`config.mk`:
```
export PLATFORM = sky130hd
export DESIGN_NAME = abl17_alu_argus_pipe
export DESIGN_NICKNAME = d
export VERILOG_FILES = /design/src/rtl/abl17_alu_pkg.sv /design/src/rtl/abl17_mod3_residue.sv /design/src/rtl/abl17_alu_argus_pipe.sv
export SDC_FILE = /design/constraint.sdc
export NUM_CORES = 1
export LEC_CHECK = 0
export CAP_MARGIN = 10
export CORE_ASPECT_RATIO = 0.5
export CORE_MARGIN = 1.5
export CORE_UTILIZATION = 65
export DETAILED_ROUTE_END_ITERATION = 8
export HOLD_SLACK_MARGIN = 0.02
export PLACE_DENSITY = 0.93
export SYNTH_ARGS = -nofsm -noshare
export SYNTH_HDL_FRONTEND = slang
export SYNTH_SLANG_ARGS = --single-unit
export TNS_END_PERCENT = 50
```
`constraint.sdc`:
```
create_clock -name clock -period 62 [get_ports clock]
set_input_delay 9.3 -clock clock [delete_from_list [all_inputs] [get_ports clock]]
set_output_delay 9.3 -clock clock [all_outputs]
set_load 0.03 [all_outputs]
```
`src/rtl/abl17_alu_pkg.sv`:
```
// Shared constants for the argus ALU pipe: opcodes, FSM states, sticky-bit indices
// and the modulo-3 accumulate step used by the residue checker.
package abl17_alu_pkg;

  localparam logic [4:0] OP_ADD = 5'd0;
  localparam logic [4:0] OP_SUB = 5'd1;
  localparam logic [4:0] OP_AND = 5'd2;
  localparam logic [4:0] OP_OR  = 5'd3;
  localparam logic [4:0] OP_SLL = 5'd4;
  localparam logic [4:0] OP_SRA = 5'd5;

  typedef enum logic [1:0] {
    ST_IDLE  = 2'd0,
    ST_EXEC  = 2'd1,
    ST_RETRY = 2'd2,
    ST_DONE  = 2'd3
  } state_t;

  localparam int STK_ADDER = 0;
  localparam int STK_SRA   = 1;
  localparam int STK_SLL   = 2;

  // Adds two values in 0..3 and reduces modulo 3 (3 counts as 0).
  function automatic logic [1:0] mod3_add(input logic [1:0] a, input logic [1:0] b);
    logic [2:0] s;
    s = {1'b0, a} + {1'b0, b};
    if (s >= 3'd6)      return 2'd0;
    else if (s >= 3'd3) return 2'(s - 3'd3);
    else                return s[1:0];
  endfunction

endpackage

```
`src/rtl/abl17_mod3_residue.sv`:
```
// Residue modulo 3 of a WIDTH-bit value; 4^k == 1 (mod 3), so 2-bit digits simply add.
module abl17_mod3_residue
  import abl17_alu_pkg::*;
#(
  parameter int WIDTH = 32
) (
  input  logic [WIDTH-1:0] value,
  output logic [1:0]       residue
);

  always_comb begin
    residue = 2'd0;
    // NOTE: blocking '=' is intended: each step must see the accumulation of the previous one.
    for (int i = 0; i < WIDTH / 2; i++) begin
      residue = mod3_add(residue, value[2*i +: 2]);
    end
  end

endmodule

```
`src/rtl/abl17_alu_argus_pipe.sv`:
```
// Handshaked ALU with residue-checked adder and reference-checked shifters; a detected
// error triggers one clean re-execution, and errors are tallied in sticky statistics.
module abl17_alu_argus_pipe
  import abl17_alu_pkg::*;
#(
  parameter int WIDTH = 32,
  parameter int SHW   = $clog2(WIDTH),
  parameter int CNT_W = 8
) (
  input  logic             clock,
  input  logic             reset,
  input  logic             in_valid,
  output logic             in_ready,
  input  logic [WIDTH-1:0] data_operandA,
  input  logic [WIDTH-1:0] data_operandB,
  input  logic [4:0]       ctrl_ALUopcode,
  input  logic [SHW-1:0]   ctrl_shiftamt,
  input  logic [1:0]       ctrl_fault_inject,
  output logic             out_valid,
  input  logic             out_ready,
  output logic [WIDTH-1:0] data_result,
  output logic             isNotEqual,
  output logic             isLessThan,
  output logic             out_error,
  output logic             out_retried,
  output logic [2:0]       err_sticky,
  output logic [CNT_W-1:0] err_count,
  input  logic             clear_err
);

  state_t           state, state_nxt;
  logic [WIDTH-1:0] a_q, b_q;
  logic [4:0]       op_q;
  logic [SHW-1:0]   sh_q;
  logic [1:0]       fi_q;

  always_ff @(posedge clock or posedge reset) begin
    if (reset) begin
      a_q  <= '0;
      b_q  <= '0;
      op_q <= '0;
      sh_q <= '0;
      fi_q <= '0;
    end else if (state == ST_IDLE && in_valid) begin
      a_q  <= data_operandA;
      b_q  <= data_operandB;
      op_q <= ctrl_ALUopcode;
      sh_q <= ctrl_shiftamt;
      fi_q <= ctrl_fault_inject;
    end
  end

  // Adder path: injection is only live in EXEC so the retry runs clean.
  logic [1:0]       fi_eff;
  logic             is_sub, cout;
  logic [WIDTH-1:0] b_mux, sum_raw, sum, fault_mask;
  logic [1:0]       res_a, res_b, res_s;
  logic             adder_err;

  assign fi_eff     = (state == ST_EXEC) ? fi_q : 2'b00;
  assign is_sub     = (op_q == OP_SUB);
  assign b_mux      = is_sub ? ~b_q : b_q;
  assign {cout, sum_raw} = {1'b0, a_q} + {1'b0, b_mux} + (WIDTH+1)'(is_sub);
  assign fault_mask = ({WIDTH{fi_eff[1]}} & (WIDTH'(1) << (WIDTH / 2)))
                    | ({WIDTH{fi_eff[0]}} & (WIDTH'(1) << (WIDTH / 8)));
  assign sum        = sum_raw ^ fault_mask;

  abl17_mod3_residue #(.WIDTH(WIDTH)) u_res_a (.value(a_q),   .residue(res_a));
  abl17_mod3_residue #(.WIDTH(WIDTH)) u_res_b (.value(b_mux), .residue(res_b));
  abl17_mod3_residue #(.WIDTH(WIDTH)) u_res_s (.value(sum),   .residue(res_s));

  // 2^WIDTH == 1 (mod 3) for even WIDTH, so the carry-out adds straight into the sum residue.
  assign adder_err = mod3_add(mod3_add(res_a, res_b), {1'b0, is_sub})
                  != mod3_add(res_s, {1'b0, cout});

  // Functional shifters: stages apply distances 1, 2, 4, ... in ascending order.
  genvar gi;
  for (gi = 0; gi < SHW; gi++) begin : g_sh
    localparam int S = 2 ** gi;
    logic [WIDTH-1:0] sll_d, sra_d, sll_q, sra_q;
    if (gi == 0) begin : g_first
      assign sll_d = a_q;
      assign sra_d = a_q;
    end else begin : g_next
      assign sll_d = g_sh[gi-1].sll_q;
      assign sra_d = g_sh[gi-1].sra_q;
    end
    assign sll_q = sh_q[gi] ? {sll_d[WIDTH-1-S:0], {S{1'b0}}} : sll_d;
    assign sra_q = sh_q[gi] ? {{S{a_q[WIDTH-1]}}, sra_d[WIDTH-1:S]} : sra_d;
  end

  // Reference shifters walk the distances in descending order, so a stuck stage differs.
  for (gi = 0; gi < SHW; gi++) begin : g_ref
    localparam int K = SHW - 1 - gi;
    localparam int S = 2 ** K;
    logic [WIDTH-1:0] sll_d, sra_d, sll_q, sra_q;
    if (gi == 0) begin : g_first
      assign sll_d = a_q;
      assign sra_d = a_q;
    end else begin : g_next
      assign sll_d = g_ref[gi-1].sll_q;
      assign sra_d = g_ref[gi-1].sra_q;
    end
    assign sll_q = sh_q[K] ? {sll_d[WIDTH-1-S:0], {S{1'b0}}} : sll_d;
    assign sra_q = sh_q[K] ? {{S{a_q[WIDTH-1]}}, sra_d[WIDTH-1:S]} : sra_d;
  end

  logic [WIDTH-1:0] sll_res, sra_res, alu_res;
  logic [2:0]       err_bits;
  logic             unit_err, ne, lt;

  assign sll_res = g_sh[SHW-1].sll_q;
  assign sra_res = g_sh[SHW-1].sra_q;

  assign err_bits[STK_ADDER] = (op_q == OP_ADD || op_q == OP_SUB) && adder_err;
  assign err_bits[STK_SRA]   = (op_q == OP_SRA) && (sra_res != g_ref[SHW-1].sra_q);
  assign err_bits[STK_SLL]   = (op_q == OP_SLL) && (sll_res != g_ref[SHW-1].sll_q);
  assign unit_err            = |err_bits;

  assign ne = |sum;
  assign lt = (a_q[WIDTH-1] & ~b_q[WIDTH-1]) | (sum[WIDTH-1] & (a_q[WIDTH-1] ~^ b_q[WIDTH-1]));

  always_comb begin
    alu_res = '0;
    case (op_q)
      OP_ADD, OP_SUB: alu_res = sum;
      OP_AND:         alu_res = a_q & b_q;
      OP_OR:          alu_res = a_q | b_q;
      OP_SLL:         alu_res = sll_res;
      OP_SRA:         alu_res = sra_res;
      default:        alu_res = '0;
    endcase
  end

  always_comb begin
    // NOTE: default first so every path assigns state_nxt and no latch is inferred.
    state_nxt = state;
    case (state)
      ST_IDLE:  if (in_valid) state_nxt = ST_EXEC;
      ST_EXEC:  state_nxt = unit_err ? ST_RETRY : ST_DONE;
      ST_RETRY: state_nxt = ST_DONE;
      ST_DONE:  if (out_ready) state_nxt = ST_IDLE;
      default:  state_nxt = ST_IDLE;
    endcase
  end

  always_ff @(posedge clock or posedge reset) begin
    // NOTE: '<=' for state so every register samples the values from before the edge.
    if (reset) state <= ST_IDLE;
    else       state <= state_nxt;
  end

  logic load_result, detect;
  assign load_result = (state == ST_EXEC && !unit_err) || state == ST_RETRY;
  assign detect      = unit_err && (state == ST_EXEC || state == ST_RETRY);

  always_ff @(posedge clock or posedge reset) begin
    if (reset) begin
      data_result <= '0;
      isNotEqual  <= 1'b0;
      isLessThan  <= 1'b0;
      out_error   <= 1'b0;
      out_retried <= 1'b0;
    end else if (load_result) begin
      data_result <= alu_res;
      isNotEqual  <= ne;
      isLessThan  <= lt;
      out_error   <= (state == ST_RETRY) && unit_err;
      out_retried <= (state == ST_RETRY);
    end
  end

  // A clear coinciding with a new error starts the statistics from that error.
  logic [CNT_W-1:0] cnt_base;
  logic [2:0]       stk_base;
  assign cnt_base = clear_err ? '0 : err_count;
  assign stk_base = clear_err ? '0 : err_sticky;

  always_ff @(posedge clock or posedge reset) begin
    if (reset) begin
      err_count  <= '0;
      err_sticky <= '0;
    end else if (detect) begin
      err_count  <= (&cnt_base) ? cnt_base : cnt_base + 1'b1;
      err_sticky <= stk_base | err_bits;
    end else if (clear_err) begin
      err_count  <= '0;
      err_sticky <= '0;
    end
  end

  assign in_ready  = (state == ST_IDLE);
  assign out_valid = (state == ST_DONE);

endmodule
```
==> flow_summary.yaml, run 1 <==
worst_setup_path:
  critPathCaptureType: "flip-flop"
  required_ns: 62.32
  worstReg2RegStart: "op_q[4]$_DFFE_PP0P_"
  rrSetupSlack_ns: 33.28
  crit_fanout: 39
  cp-start-kind: "flip-flop"
  crit_top_cell: "inv_1"
  crit_type: "flip-flop to flip-flop"
  reg2reg_depth: 145
  rr_endpoint: "isNotEqual$_DFFE_PP0P_"
  crit_path_top_delay_cell: "fa_1"
  critPathArrivalTime_ns: 29.03
  max_stage_delay_ns: 0.62
floorplan:
  die_x_um: 232.5
  rows: 41
  fp.coreArea_um2: 25550
  dieArea_um2: 27380
  io-pin-count: 130
  die_height_um: 117.8
  initial_core_util_pct: 67.02
place:
  place_hpwl_um: 40400
  gp_congestion: 1.063
  numPortBuffers: 129
global_routing:
  grt_pass1_vias: 16035
  grt_max_degree: 101
  antenna_found_initial: 1
  overflow: 0
  gr-usage-all-layers_pct: 40.09
  grt_pass1_wl_um: 86280
cells_and_area:
  multi_input_area_um2: 13030
  finish.utilization_pct: 75.06
  fin_nets: 2454
  drive_above_1_share_pct: 8.647
  register_area_um2: 3133
  syn2layout_area_growth_pct: 12.00
  fillerInstances: 1787
synthesis:
  synth.net_count: 2398
  synth_ff_type: "dfrtp_1"
  ys_ff_latch: 125
  synth_warnings: 0
  ys_types: 81
  synth_edf_count: 0
  synth_area_um2: 17120
  synth_commonest_cells: "o21ai_0, nor2_1, ha_1"
  synth_area_leaders: "dfrtp_1, ha_1, o21ai_0"
  syn_inst: 2082
  yosysTopAreaCellShare_pct: 18.27
  yosysMostFrequentCell: "o21ai_0"
  yosysSeqAreaShare_pct: 18.27
  synth_top_area_cell: "dfrtp_1"
  avgSynthCellArea_um2: 8.224
  async_flop_share_pct: 100.0
clocking:
  cts_root_buffer: "clkbuf_16"
  cts_setup_buffers: 0
  numCtsBuffers: 17
  clk_pin_slew_ns: 0.07
  clock_path_buffers: 2
  cts_repair_resize_count: 0
  hold_buffers: 0
  htreeDepth: 4
  cts_sinks: 125
  clock_latency_ns: 0.46
  tritoncts: "built"
drt:
  via_per_inst: 6.851
  antenna_left: 0
  totalWireLength_um: 54530
  first_iter_violations: 2463
  dr.pass1.iters: 7
  drc_errors: 0
  avgRoutedWirePerCell_um: 21.85
  vias: 17100
hold_path:
  hold_start: "err_sticky[0]$_DFF_PP0_"
  whs_path_depth: 1
  holdCritPathClass: "flip-flop to flip-flop"
  hold_path_end: "err_sticky[0]$_DFF_PP0_"
sta:
  rsz0062_at_grt: "no"
  worst_pin_slew_ns: 1.174
  min_period_ns: 28.72
  fin_crit_sh_pct: 46.32
  report.final.slew_viol_count: 0
  max_freq_mhz: 34.82
  final.setup_skew_ns: 0.01052
  hold_viol: 0
  slew_headroom_pct: 21.46
  setup_viol: 0
  fin_setup_tns_ns: 0
job:
  maxCapViolations: 0
outcome:
  status: "finished, final reports clean"
==> cell usage in the layout, fill, tap and decap left out, types with 12 or more instances in the layout <==
cell	netlist	routed
mux2i_1	85	85
clkbuf_16	0	17
nor2b_1	18	18
mux4_2	20	20
a22oi_1	16	16
xnor2_1	52	52
nand4_1	15	15
nor3_1	45	45
a22o_1	25	25
a221oi_1	13	13
maj3_1	30	30
fa_1	50	50
inv_1	146	145
o21bai_1	20	20
o211ai_1	38	38
a31oi_1	15	15
nor2_1	188	188
a21oi_1	145	145
clkdlybuf4s50_1	0	129
nand2b_1	50	50
buf_4	0	19
a211oi_1	15	15
o22ai_1	24	24
nand3_1	21	21
nand2_1	156	154
dfrtp_1	125	121
o21ai_0	219	219
o32ai_1	15	15
ha_1	185	185
mux2_2	93	93
xor2_1	16	16
o31ai_1	12	12
==> sequential cells by signal, summed over array words and instances, names as in the netlist <==
register,count
isNotEqual,1
state,2
err_count,8
a_q,32
out_retried,1
isLessThan,1
out_error,1
sh_q,5
fi_q,2
op_q,5
b_q,32
err_sticky,3
data_result,32
==> area by class of cell <==
class	count	area share, %
diodes	1	0.01305
multi-input cells	1697	67.92
repair buffers	148	7.478
clock inverters	14	0.8352
flip-flops and latches	125	16.34
inverters	149	2.930
well taps	344	2.245
clock buffers	18	2.238
==> cell families (layout without fill, tap and decap cells) <==
kind of cell | Yosys count | count (layout) | share of synthesized area (%)
buffers and inverters | 260 | 329 | 5.751
multiplexers | 198 | 198 | 13.72
flip-flops | 125 | 125 | 18.27
AO/OA/AOI/OAI | 619 | 619 | 22.60
XOR/XNOR | 68 | 68 | 3.479
other | 0 | 1 | 0
AND/OR/NAND/NOR | 547 | 547 | 15.06
adder cells (fa/ha/maj) | 265 | 265 | 21.12
==> worst max-delay path, delay by kind of cell (launching register included) <==
family,cells,cell delay [ns]
adders and majority gates,47,14.23
and+or+nand+nor,24,5.01
AOI/OAI and AO/OA,35,4.98
buffers and inverters,36,3.17
xor gates and xnor gates,3,0.62
DFF,1,0.44
==> routing by layer <==
layer	vias to the layer above	GRT usage, %	wire (um)
met2	1137	60.23	23590
li1	7661	-	-
met3	210	11.41	7049
met4	0	16.33	2392
met5	-	0	0
met1	8092	54.17	21490
==> stage by stage <==
| step | setup WS (ns) | std cells | hold WS, ns | instance area (um^2) |
|---|---|---|---|---|
| floorplan | 37.76 | 2082 | 0.4798 | 17120 |
| global placement | 35.95 | 2463 | 0.4613 | 18580 |
| detailed placement | 34.54 | 2463 | 0.4698 | 18580 |
| CTS | 34.08 | 2495 | 0.4845 | 19170 |
| global route | 31.96 | 2495 | 0.5082 | 19170 |
| finish | 33.28 | 2496 | 0.4846 | 19180 |
==> worst max path at each step <==
stage,start,end,depth (start not counted),slack [ns]
after floorplan,op_q[0]$_DFFE_PP0P_,isNotEqual$_DFFE_PP0P_,145,37.76
after global placement,op_q[4]$_DFFE_PP0P_,isNotEqual$_DFFE_PP0P_,146,35.95
after detailed placement,op_q[4]$_DFFE_PP0P_,isNotEqual$_DFFE_PP0P_,147,34.54
after CTS,op_q[4]$_DFFE_PP0P_,isNotEqual$_DFFE_PP0P_,145,34.08
after global routing,op_q[4]$_DFFE_PP0P_,isNotEqual$_DFFE_PP0P_,145,31.96
final,op_q[4]$_DFFE_PP0P_,isNotEqual$_DFFE_PP0P_,145,33.28
Power of run 1 is not shown: default switching activity piles up to over one toggle a cycle in this logic, so the estimate is an artifact.
==> run 2, diff against run 1 <==
--- a/config.mk
+++ b/config.mk
@@ -8,10 +8,10 @@
 export CAP_MARGIN = 10
 export CORE_ASPECT_RATIO = 0.5
 export CORE_MARGIN = 1.5
-export CORE_UTILIZATION = 65
+export CORE_UTILIZATION = 55
 export DETAILED_ROUTE_END_ITERATION = 8
 export HOLD_SLACK_MARGIN = 0.02
-export PLACE_DENSITY = 0.93
+export PLACE_DENSITY = 0.85
 export SYNTH_ARGS = -nofsm -noshare
 export SYNTH_HDL_FRONTEND = slang
 export SYNTH_SLANG_ARGS = --single-unit
==> constraint.sdc (replaced) <==
create_clock -name clock -period 24.2 [get_ports clock]
set_input_delay 3.63 -clock clock [delete_from_list [all_inputs] [get_ports clock]]
set_output_delay 3.63 -clock clock [all_outputs]
set_load 0.03 [all_outputs]
==> run 2 against run 1 <==
  * The run now ends with design-rule violations, negative setup slack left
  * Final area grew 15%
  * Maximum frequency is 11% higher
  * Cell count increased by 10%
  * Via count up 8.4%
  * Die area grew 18%
  * Clock skew increased by 0.0046 ns
  * Critical endpoint unchanged
  * Highest routed layer unchanged
==> flow_summary.yaml, run 2 (synthesis results as in run 1) <==
outcome:
  status: "finished, violations left"
  violations: "design-rule violations, negative setup slack"
hold_path:
  hold_start: "data_result[20]$_DFFE_PP0P_"
  hold_path_end: "data_result[20]$_DFFE_PP0P_"
  holdCritPathClass: "flip-flop to flip-flop"
  whs_path_depth: 2
global_routing:
  grt_pass1_wl_um: 94940
  antenna_found_initial: 0
  overflow: 0
  grt_pass1_vias: 17464
  gr-usage-all-layers_pct: 37.89
  grt_max_degree: 84
cells_and_area:
  syn2layout_area_growth_pct: 29.09
  final_cell_mix: "buf_4, nor2_1, o21ai_0"
  fin_nets: 2635
  reg.largest.list: "a_q: 32 flops, b_q: 32 flops, data_result: 32 flops"
  num_antenna_cells: 0
  drive_above_1_share_pct: 27.57
  fillerInstances: 2012
  layout_commonest_cell: "buf_4"
worst_setup_path:
  rrSetupSlack_ns: -1.68
  critPathCaptureType: "flip-flop"
  crit_type: "flip-flop to flip-flop"
  crit_path_top_delay_cell: "fa_1"
  critPathArrivalTime_ns: 26.21
  worstReg2RegStart: "op_q[4]$_DFFE_PP0P_"
  max_stage_delay_ns: 0.56
  crit_top_cell: "ha_2"
  crit_fanout: 15
  reg2reg_depth: 120
  rr_endpoint: "isNotEqual$_DFFE_PP0P_"
  required_ns: 24.53
  cp-start-kind: "flip-flop"
sta:
  hold_viol: 0
  fin_setup_tns_ns: -63.25
  report.final.slew_viol_count: 0
  final.setup_skew_ns: 0.01513
  rsz0062_at_grt: "yes"
  slew_headroom_pct: 20.47
  min_period_ns: 25.88
  max_freq_mhz: 38.65
  worst_pin_slew_ns: 1.176
  setup_viol: 46
  setup_slack_ns: -1.676
  fin_crit_sh_pct: 106.9
clocking:
  htreeDepth: 4
  clock_latency_ns: 0.47
  cts_root_buffer: "clkbuf_16"
  numCtsBuffers: 17
  clock_path_buffers: 2
  tritoncts: "built"
  cts_sinks: 125
  clk_pin_slew_ns: 0.07
drt:
  antenna_left: 0
  first_iter_violations: 2623
  avgRoutedWirePerCell_um: 23.43
  via_per_inst: 6.726
  vias: 18530
  dr.pass1.iters: 9
  drc_errors: 95
  totalWireLength_um: 64540
floorplan:
  die_height_um: 127.8
  dieArea_um2: 32260
  die_x_um: 252.5
  io-pin-count: 130
  fp.coreArea_um2: 30460
  initial_core_util_pct: 56.21
  rows: 45
place:
  place_hpwl_um: 41770
  gp_congestion: 1.083
  numPortBuffers: 129
job:
  maxCapViolations: 0
-- run 2: changes by cell type in the layout (fill, tap and decap cells not counted), sizes merged --
cell,delta
diode,-1
inv,+4
bufinv,-1
bufbuf,+1
buf,+176
clkinvlp,-2
or2,+3
-- run 2: metrics by stage --
step	worst slack [ns]	cells	util [%]	hold slack (ns)	instance area (um^2)
6_report	-1.676	2755	72.56	0.4892	22100
5_1_grt	-2.598	2755	72.56	0.5164	22100
4_1_cts	-0.4202	2737	70.63	0.4865	21520
3_5_place_dp	-1.448	2658	64.24	0.4708	19570
3_3_place_gp	-0.4812	2658	64.24	0.4643	19570
2_1_floorplan	0.06589	2082	-	0.4798	17120
-- run 2: worst max-delay path, delay by kind of cell, from the launching register on --
kind	cells	cell delay [ns]
buffers and inverters	8	0.96
AO/OA/AOI/OAI	34	4.77
flip-flops	1	0.42
XOR/XNOR	1	0.14
adder cells (fa/ha/maj)	46	14.62
multiplexers	2	0.32
AND/OR/NAND/NOR	29	4.47
-- run 2: cell type report --
class	instances	area, um^2	area share, %
clock buffers	17	425.4	1.925
clock inverters	15	187.7	0.8492
multi-input cells	1700	14350	64.91
flip-flops and latches	125	3134	14.18
well taps	423	529.3	2.395
inverters	149	571.8	2.587
repair buffers	326	2908	13.16
-- run 2: repair_timing --
action,4_1_cts,5_1_grt
cloned,5,0
hold buffers,0,0
pin swaps,102,106
setup buffers,44,20
resized for setup,292,116
endpoints found under the setup margin,46,46
-- run 2: how the worst max path moves through the flow --
| stage | start | cells after the start | to | slack [ns] |
|---|---|---|---|---|
| 2_1_floorplan | op_q[0]$_DFFE_PP0P_ | 145 | isNotEqual$_DFFE_PP0P_ | 0.07 |
| 3_3_place_gp | op_q[4]$_DFFE_PP0P_ | 117 | isNotEqual$_DFFE_PP0P_ | -0.48 |
| 3_5_place_dp | op_q[4]$_DFFE_PP0P_ | 117 | isNotEqual$_DFFE_PP0P_ | -1.45 |
| 4_1_cts | op_q[2]$_DFFE_PP0P_ | 122 | isNotEqual$_DFFE_PP0P_ | -0.42 |
| 5_1_grt | op_q[4]$_DFFE_PP0P_ | 118 | isNotEqual$_DFFE_PP0P_ | -2.60 |
| 6_report | op_q[4]$_DFFE_PP0P_ | 120 | isNotEqual$_DFFE_PP0P_ | -1.68 |
-- run 2: layer usage --
| metal | GRT usage (%) | up-vias | wire length [um] |
|---|---|---|---|
| met1 | 47.40 | 8722 | 24020 |
| met3 | 11.05 | 383 | 8030 |
| met2 | 58.95 | 1397 | 28460 |
| met5 | 0 | - | 0 |
| met4 | 21.35 | 0 | 4027 |
| li1 | - | 8028 | - |
Power of run 2 is left out for the same reason.
